**config.mk**
```make
export PLATFORM = sky130hd
export DESIGN_NAME = coarse_drive
export DESIGN_NICKNAME = d
export VERILOG_FILES = /design/src/rtl/coarse_drive.sv
export SDC_FILE = /design/constraint.sdc
export NUM_CORES = 1
export LEC_CHECK = 0
export CAP_MARGIN = 20
export CORE_MARGIN = 2
export CORE_UTILIZATION = 49
export DETAILED_ROUTE_END_ITERATION = 10
export PLACE_DENSITY = 0.75
export SYNTH_ARGS = -nofsm -noshare
export SYNTH_HDL_FRONTEND = slang
export SYNTH_SLANG_ARGS = --single-unit
```
**constraint.sdc**
```tcl
create_clock -name clk -period 2.6 [get_ports clk]
set_input_delay 0.52 -clock clk [delete_from_list [all_inputs] [get_ports clk]]
set_output_delay 0.52 -clock clk [all_outputs]
set_load 0.03 [all_outputs]
```
**src/rtl/coarse_drive.sv**
```systemverilog
// coarse_drive: coarse tracking loop for a resolver read counter.
// Settles after every coarse-bit change, samples the coarse error comparator,
// steps the 16-bit angle by 2^STEP_SHIFT, and applies fine +/-1 LSB pulses at any time.
// Optional feature macro: COARSE_AMBIG_EN adds the 180-degree ambiguity
// correction (ADHI synchronizer, FLIP state, ambig_flip pulse).
module coarse_drive #(
    parameter int SETTLE_CYCLES = 8,
    parameter int STEP_SHIFT    = 10
) (
    input  logic        clk,
    input  logic        rst_n,
    input  logic        _TLC1H,
    input  logic        _ADHI,
    input  logic        fine_up,
    input  logic        fine_dn,
    output logic        _DC1,
    output logic        _DC2,
    output logic        _DC3,
    output logic        _DC4,
    output logic        _DC5,
    output logic        _DC6,
    output logic        _DC7,
    output logic        _DC8,
    output logic        _DC9,
    output logic        _DC10,
    output logic        _DC11,
    output logic        _DC12,
    output logic [15:0] angle,
    output logic        cnt_up,
    output logic        ambig_flip,
    output logic        coarse_busy
);

    typedef enum logic [1:0] {
        ST_SETTLE,
        ST_SAMPLE,
        ST_STEP,
        ST_FLIP
    } state_t;

    localparam logic [15:0] STEP_ADD  = 16'(1 << STEP_SHIFT);
    localparam logic [15:0] FLIP_ADD  = 16'h8000;
    localparam logic [7:0]  SETTLE_LAST = 8'(SETTLE_CYCLES - 1);
    // Octant-0 pattern: DC1 and DC7 low, DC9..DC12 high.
    localparam logic [11:0] DC_RESET  = 12'hFBE;

    state_t      state_q, state_d;
    logic [7:0]  cnt_q, cnt_d;
    logic [15:0] angle_q, angle_d;
    logic [15:0] fine_delta;
    logic [15:0] coarse_add;
    logic        coarse_moved;
    logic [1:0]  tlc_sync_q;
    logic        tlc_s;
    logic        flip_req;
    logic [7:0]  dc_low_mask;
    logic [11:0] dc_n_q, dc_n_d;

    // Two-flop synchronizer for the asynchronous coarse error comparator.
    always_ff @(posedge clk or negedge rst_n) begin
        if (!rst_n) begin
            tlc_sync_q <= '0;
        end else begin
            tlc_sync_q <= {tlc_sync_q[0], _TLC1H};
        end
    end
    assign tlc_s = tlc_sync_q[1];

`ifdef COARSE_AMBIG_EN
    logic [1:0] adhi_sync_q;
    logic       adhi_s;

    // Two-flop synchronizer for the asynchronous ambiguity detector.
    always_ff @(posedge clk or negedge rst_n) begin
        if (!rst_n) begin
            adhi_sync_q <= '0;
        end else begin
            adhi_sync_q <= {adhi_sync_q[0], _ADHI};
        end
    end
    assign adhi_s   = adhi_sync_q[1];
    // Strong positive cosine while the angle sits in the 90..270 degree half is a 180-degree error.
    assign flip_req = adhi_s && ((angle_q[15:14] == 2'b01) || (angle_q[15:14] == 2'b10));
`else
    logic unused_adhi;
    assign unused_adhi = _ADHI;
    assign flip_req    = 1'b0;
`endif

    // Single combined angle update: fine delta plus this cycle's coarse/flip addend.
    always_comb begin
        fine_delta = 16'h0000;
        coarse_add = 16'h0000;
        case ({fine_up, fine_dn})
            2'b10:   fine_delta = 16'h0001;
            2'b01:   fine_delta = 16'hFFFF;
            default: fine_delta = 16'h0000;
        endcase
        if (state_q == ST_STEP) begin
            coarse_add = STEP_ADD;
        end else if (state_q == ST_FLIP) begin
            coarse_add = FLIP_ADD;
        end
        angle_d      = angle_q + coarse_add + fine_delta;
        coarse_moved = (angle_d[15:10] != angle_q[15:10]);
    end

    // Next-state and pulse outputs; any coarse-bit movement restarts settling.
    always_comb begin
        state_d     = state_q;
        cnt_d       = cnt_q;
        cnt_up      = 1'b0;
        ambig_flip  = 1'b0;
        coarse_busy = (state_q != ST_SAMPLE);
        case (state_q)
            ST_SETTLE: begin
                if (coarse_moved) begin
                    cnt_d = '0;
                end else if (cnt_q == SETTLE_LAST) begin
                    state_d = ST_SAMPLE;
                    cnt_d   = '0;
                end else begin
                    cnt_d = cnt_q + 8'd1;
                end
            end
            ST_SAMPLE: begin
                if (coarse_moved) begin
                    state_d = ST_SETTLE;
                    cnt_d   = '0;
                end else if (flip_req) begin
                    state_d = ST_FLIP;
                end else if (tlc_s) begin
                    state_d = ST_STEP;
                end
            end
            ST_STEP: begin
                cnt_up  = 1'b1;
                state_d = ST_SETTLE;
                cnt_d   = '0;
            end
            ST_FLIP: begin
`ifdef COARSE_AMBIG_EN
                ambig_flip = 1'b1;
`endif
                state_d = ST_SETTLE;
                cnt_d   = '0;
            end
            default: begin
                state_d = ST_SETTLE;
                cnt_d   = '0;
            end
        endcase
    end

    // FSM, settle counter and angle registers.
    always_ff @(posedge clk or negedge rst_n) begin
        if (!rst_n) begin
            state_q <= ST_SETTLE;
            cnt_q   <= '0;
            angle_q <= '0;
        end else begin
            state_q <= state_d;
            cnt_q   <= cnt_d;
            angle_q <= angle_d;
        end
    end
    assign angle = angle_q;

    // Switch-select decode from the current angle (bit i of the mask is DC(i+1)).
    always_comb begin
        dc_low_mask = 8'b0000_0000;
        case (angle_q[15:13])
            3'd0: dc_low_mask = 8'b0100_0001;
            3'd1: dc_low_mask = 8'b1000_0010;
            3'd2: dc_low_mask = 8'b1000_1000;
            3'd3: dc_low_mask = 8'b0100_0100;
            3'd4: dc_low_mask = 8'b0001_0100;
            3'd5: dc_low_mask = 8'b0010_1000;
            3'd6: dc_low_mask = 8'b0010_0010;
            3'd7: dc_low_mask = 8'b0001_0001;
            default: dc_low_mask = 8'b0100_0001;
        endcase
        dc_n_d = {~angle_q[10], ~angle_q[11], ~angle_q[12], 1'b1, ~dc_low_mask};
    end

    // Registered switch selects, one clock behind the angle.
    always_ff @(posedge clk or negedge rst_n) begin
        if (!rst_n) begin
            dc_n_q <= DC_RESET;
        end else begin
            dc_n_q <= dc_n_d;
        end
    end

    assign _DC1  = dc_n_q[0];
    assign _DC2  = dc_n_q[1];
    assign _DC3  = dc_n_q[2];
    assign _DC4  = dc_n_q[3];
    assign _DC5  = dc_n_q[4];
    assign _DC6  = dc_n_q[5];
    assign _DC7  = dc_n_q[6];
    assign _DC8  = dc_n_q[7];
    assign _DC9  = dc_n_q[8];
    assign _DC10 = dc_n_q[9];
    assign _DC11 = dc_n_q[10];
    assign _DC12 = dc_n_q[11];

endmodule

```
After elaboration in Yosys (flattened, before gate mapping)

Memory sizes are Yosys's and may differ from the RTL's.
Index checks and enable logic that the tools add are counted.

Output and inout port bits: 31
Memories kept: 1
Flip-flop bits (word level): 39
Bits of input ports: 6
Bits in read-only memories: 64

Memories:

| name            | depth | bits a word | read ports | clocked after Yosys merged registers in | write ports | line | source |
|---|---|---|---|---|---|---|---|
| (no name shown) | 8     | 8           | 1          | 0                                       | 0           | 172  | `case (angle_q[15:13])` |

Eq/ne operators: 12
Muxes and demuxes: 13
Bitwise logic cells: 4
$add $sub $neg: 3
Reduce and logical (&&, ||, !) cells: 3

Operator list:

| kind                                                             | number |
|---|---|
| 16-bit adder                                                     | 2 |
| 16-bit 2-to-1 mux                                                | 2 |
| 16-bit case mux with 2 select lines                              | 1 |
| 8-bit 2-to-1 mux                                                 | 3 |
| 8-bit case mux with 3 select lines                               | 1 |
| 8-bit by 1-bit adder with 8-bit output (second input constant)   | 1 |
| 8-bit by 3-bit == test with 1-bit output (second input constant) | 1 |
| 2-bit 2-to-1 mux                                                 | 4 |
| 8-bit inverter                                                   | 1 |
| 2-bit == test (second input constant)                            | 3 |
| 2-bit != test (second input constant)                            | 3 |
| 6-bit != test                                                    | 1 |
| 2-bit case mux with 3 select lines                               | 1 |
| 2-bit by 1-bit == test with 1-bit output (second input constant) | 2 |
| 3-bit != test (second input constant)                            | 1 |
| 1-bit inverter                                                   | 3 |
| 3-bit AND reduction                                              | 1 |
| 2-bit zero test                                                  | 1 |
| 2-bit by 1-bit != test with 1-bit output (second input constant) | 1 |
| 2-bit OR reduction                                               | 1 |
| 1-bit 2-to-1 mux                                                 | 1 |

Longest topological paths before layout

Depth in word-level cells: 8
Mapped depth: 14
Mapped depth without buffers: 13

Worst setup path before layout

Ideal clock, no wire load.

Path type: input-to-reg
From: in fine_up
To: reg cnt_q[0]
Buffers on the path: 2
Data required time: 2499 ps
Slack: -1071 ps
Stages on the path: 13
Arrival: 3570 ps
Library setup time: 101 ps
Cells stage by stage: inv_1 > ha_1 > clkbuf_1 > clkbuf_1 > xor2_1 > ha_1 > a21o_1 > a221oi_2 > nor3_1 > or3_1 > xnor2_1 > nand3b_2 > nor4_1

Longest elaborated chain between the ends: 6
Elaborated cells on any way between the ends: 8

RTL lines:

| item                                                                             | line | source |
|---|---|---|
| start, declared                                                                  | 14   | `input logic fine_up,` |
| 2-bit by 1-bit == test with 1-bit output / 2-bit == test (equally long branches) | 94   | `case ({fine_up, fine_dn})` |
| 16-bit case mux with 2 select lines *                                            | 94   |  |
| 16-bit adder *                                                                   | 104  | `angle_d = angle_q + coarse_add + fine_delta;` |
| 6-bit != test *                                                                  | 105  | `coarse_moved = (angle_d[15:10] != angle_q[15:10]);` |
| 8-bit 2-to-1 mux                                                                 | 117  | `if (coarse_moved) begin` |
| 8-bit case mux with 3 select lines                                               | 115  | `case (state_q)` |
| end signal, assigned                                                             | 163  | `cnt_q <= cnt_d;` |
| end, declared                                                                    | 48   | `logic [7:0] cnt_q, cnt_d;` |

Mark *: on every way between the ends. The rest lies on a longest branch, timed or not.
A chain may end at the register's enable or synchronous reset.

Final worst setup path

Ends and elaborated chain as after synthesis.

==> impl_metrics.toml <==
[die]
die_x_um = 74.98
die-area_um2 = 5622
io_pins = 37
start_util = 0.5158
die_y_um = 74.98
rows = 25
core_area_um2 = 4786

[place]
dp.cells = 383
hpwlAfterDp_um = 4031
gp_congestion = 0.8999
dp_slack_ns = -1.386
dpl_cell_area_um2 = 3274
io_buffers = 33

[final_layout]
area_growth_pct = 51.95
regArea_um2 = 987.2
finish.utilization = 0.7838
fin_cells = 405
multi_input_area_um2 = 1719
n_fill_cell = 300
nets = 367
design_area_um2 = 3751
drive_above_1_share = 0.3609
antenna_cells = 0

[synth]
syn_avg_cell_area_um2 = 10.20
ys.flop_type = "dfrtp_1"
yosysMostFrequentCell = "dfrtp_1"
synth_seq_area_share = 0.3999
synth_top_area_share = 0.3041
synth_edf_count = 0
syn_nets = 272
ys_top_cells_by_area = "dfrtp_1, ha_1, dfstp_2"
synth_area_leader_cell = "dfrtp_1"
synthDistinctLibCells = 40
netlist_area_um2 = 2469
yosysWarningCount = 0
ys_ff_latch = 39
ys_async_sr_fraction = 1.000
synthCells = 242
ys_top_cells_by_count = "dfrtp_1, ha_1, xor2_1, xnor2_1, nand2_1"

[pwr]
share_seq_of_total_power = 0.185
vdd_drop_max_mv = 0.8253
combPwrFrac = 0.741
power_leakage_nw = 1.734
switching_share = 0.4607
p_total_mw = 5.702
clockPowerShare = 0.074
p_sw_mw = 2.627
p_int_mw = 3.075
power.density_nw_per_um2 = 1520

[outcome]
outcome = "complete, but fails checks"
violations = "setup timing"

[clocking]
clockBufferDepth = 2
clk_pin_slew_ns = 0.08
h-tree-depth = 2
clk_latency_ns = 0.29
holdBufCountCts = 0
cts_tree = "done"
numCtsBuffers = 5
cts_num_sinks = 39
root_buffer = "clkbuf_8"

[sta]
relSlewSlack = 0.4133
max_freq_mhz = 316.7
timing_hold_violations_final = 0
fin_ws_ns = -0.5581
slew_viol_final = 0
setup_viol = 12
holdWs_ns = 0.3466
fin_tns_setup_ns = -5.406
rsz0062_at_grt = "true"
fin_skew_ns = 0.007727
max_slew.worst_pin.slew_ns = 0.8801
fin_crit_ns = 3.158
timing.final.crit_share = 1.215

[setup_path]
worstSetupPathType = "primary input to register"
cp.arrival_ns = 3.36
critical_path.top_delay_family = "adder cells"
crit_buf_inv = 5
start_kind = "primary input"
cp_cell_sequence = "buf_8 -> inv_12 -> ha_4 -> inv_2 -> ha_4 -> ha_4 -> fa_2 -> a21o_1 -> a221oi_4 -> buf_4 -> nor3_2 -> or3_4 -> xnor2_4 -> buf_6 -> nand3b_4 -> nor4_4"
slowest_delay_ns = 0.36
worst_path_most_repeated_cell = "ha_4"
worst_path_max_delay_cell = "or3_4"
critPathCaptureType = "register"
path_max_fanout = 5
crit_required_ns = 2.80

[global_route]
grt_pass1_wl_um = 10200
globalRoute.totalOverflow = 0
antenna_found_initial = 0
grt_use_total = 0.2452
grt_max_degree = 40
grt_pass1_vias = 2250

[route]
vias = 2132
wl_um = 6342
detail-route-antenna-nets = 0
drt_pass1_iterations = 5
vias_per_cell = 5.264
routedWlPerCell_um = 15.66
drc = 0
drtIter0Drc = 91

[min_path]
min_path_type = "primary input to async pin"

[job]
maxCapViolCount = 0
what timing repair did:
action                     CTS  global route
buffers inserted             7             6
resized for setup           40            17
gates cloned                 3             0
setup endpoints to repair   20            15
hold endpoints to repair     0             0
pin swaps                   20            15
layer usage:
layer,part of all wire,GRT usage,wire [um],vias to the layer above
li1,-,-,-,1026
met1,0.40,0.2734,2523,1039
met2,0.54,0.4522,3434,52
met3,0.035,0.04552,219,15
met4,0.026,0.1071,164,0
met5,0,0,0,-
placed cells by master, fill, tap and decap left out, types with 10 or more instances in the layout:
cell / instances
buf_4: 53
dfrtp_1: 30
clkdlybuf4s50_1: 30
xor2_1: 20
ha_1: 18
nand2_1: 15
and2_1: 12
xnor2_1: 10
a21o_1: 10
nand3_1: 10
kinds of logic (layout without fill, tap and decap cells):
logic type	Yosys count	in the layout	synth area share
buffers and inverters	17	112	0.02889
multiplexers	5	5	0.02027
XOR/XNOR	40	40	0.1510
flip-flops	39	39	0.3999
AND/OR/NAND/NOR	77	78	0.1668
AO/OA/AOI/OAI	38	38	0.1054
adder cells (fa/ha/maj)	24	24	0.1247
other	2	2	0.003042
worst paths after layout:
check | slack [ns] | startpoint | cells after the start | end
max in group asynchronous | 1.71 | rst_n | 1 | angle[12]
worst min-delay path | 0.35 | rst_n | 1 | cnt_q[5]
worst max-delay path | -0.56 | fine_up | 16 | cnt_q[0]
worst max register to register | -0.36 | angle[0] | 12 | cnt_q[0]
min in group clk | 0.36 | tlc_sync_q[0] | 0 | tlc_sync_q[1]
worst min register to register | 0.36 | tlc_sync_q[0] | 0 | tlc_sync_q[1]
sequential cells by signal, indices dropped and copies added, names as in the netlist:
register,count
tlc_sync_q,2
cnt_q,8
angle,16
state_q,2
dc_n_q,11
worst register-to-register path, delay by kind of cell, from the launching register on:
kind | cells | cell delay [ns]
xor gates and xnor gates | 1 | 0.19
adders and majority gates | 3 | 0.67
AOI/OAI and AO/OA | 2 | 0.48
and+or+nand+nor | 4 | 0.81
buffers and inverters | 2 | 0.29
DFF | 1 | 0.41
cell type report:
cell class | count | share of cell area
Clock inverter | 1 | 0.001334
Multi-Input combinational cell | 187 | 0.4583
Sequential cell | 39 | 0.2632
Tap cell | 67 | 0.02235
Inverter | 10 | 0.01334
Clock buffer | 7 | 0.02302
Timing Repair Buffer | 94 | 0.2185
power groups by stage:
stage / Clock (mW) / Sequential [mW] / Combinational (mW)
after global placement: 0 / 1.05 / 3.07
after floorplan: 0 / 1.45 / 1.51
after CTS: 0.434 / 1.05 / 3.81
after detailed placement: 0 / 1.06 / 3.14
final: 0.421 / 1.06 / 4.22
after global routing: 0.457 / 1.09 / 4.50
Note: power is estimated with default switching activity, not from simulation.
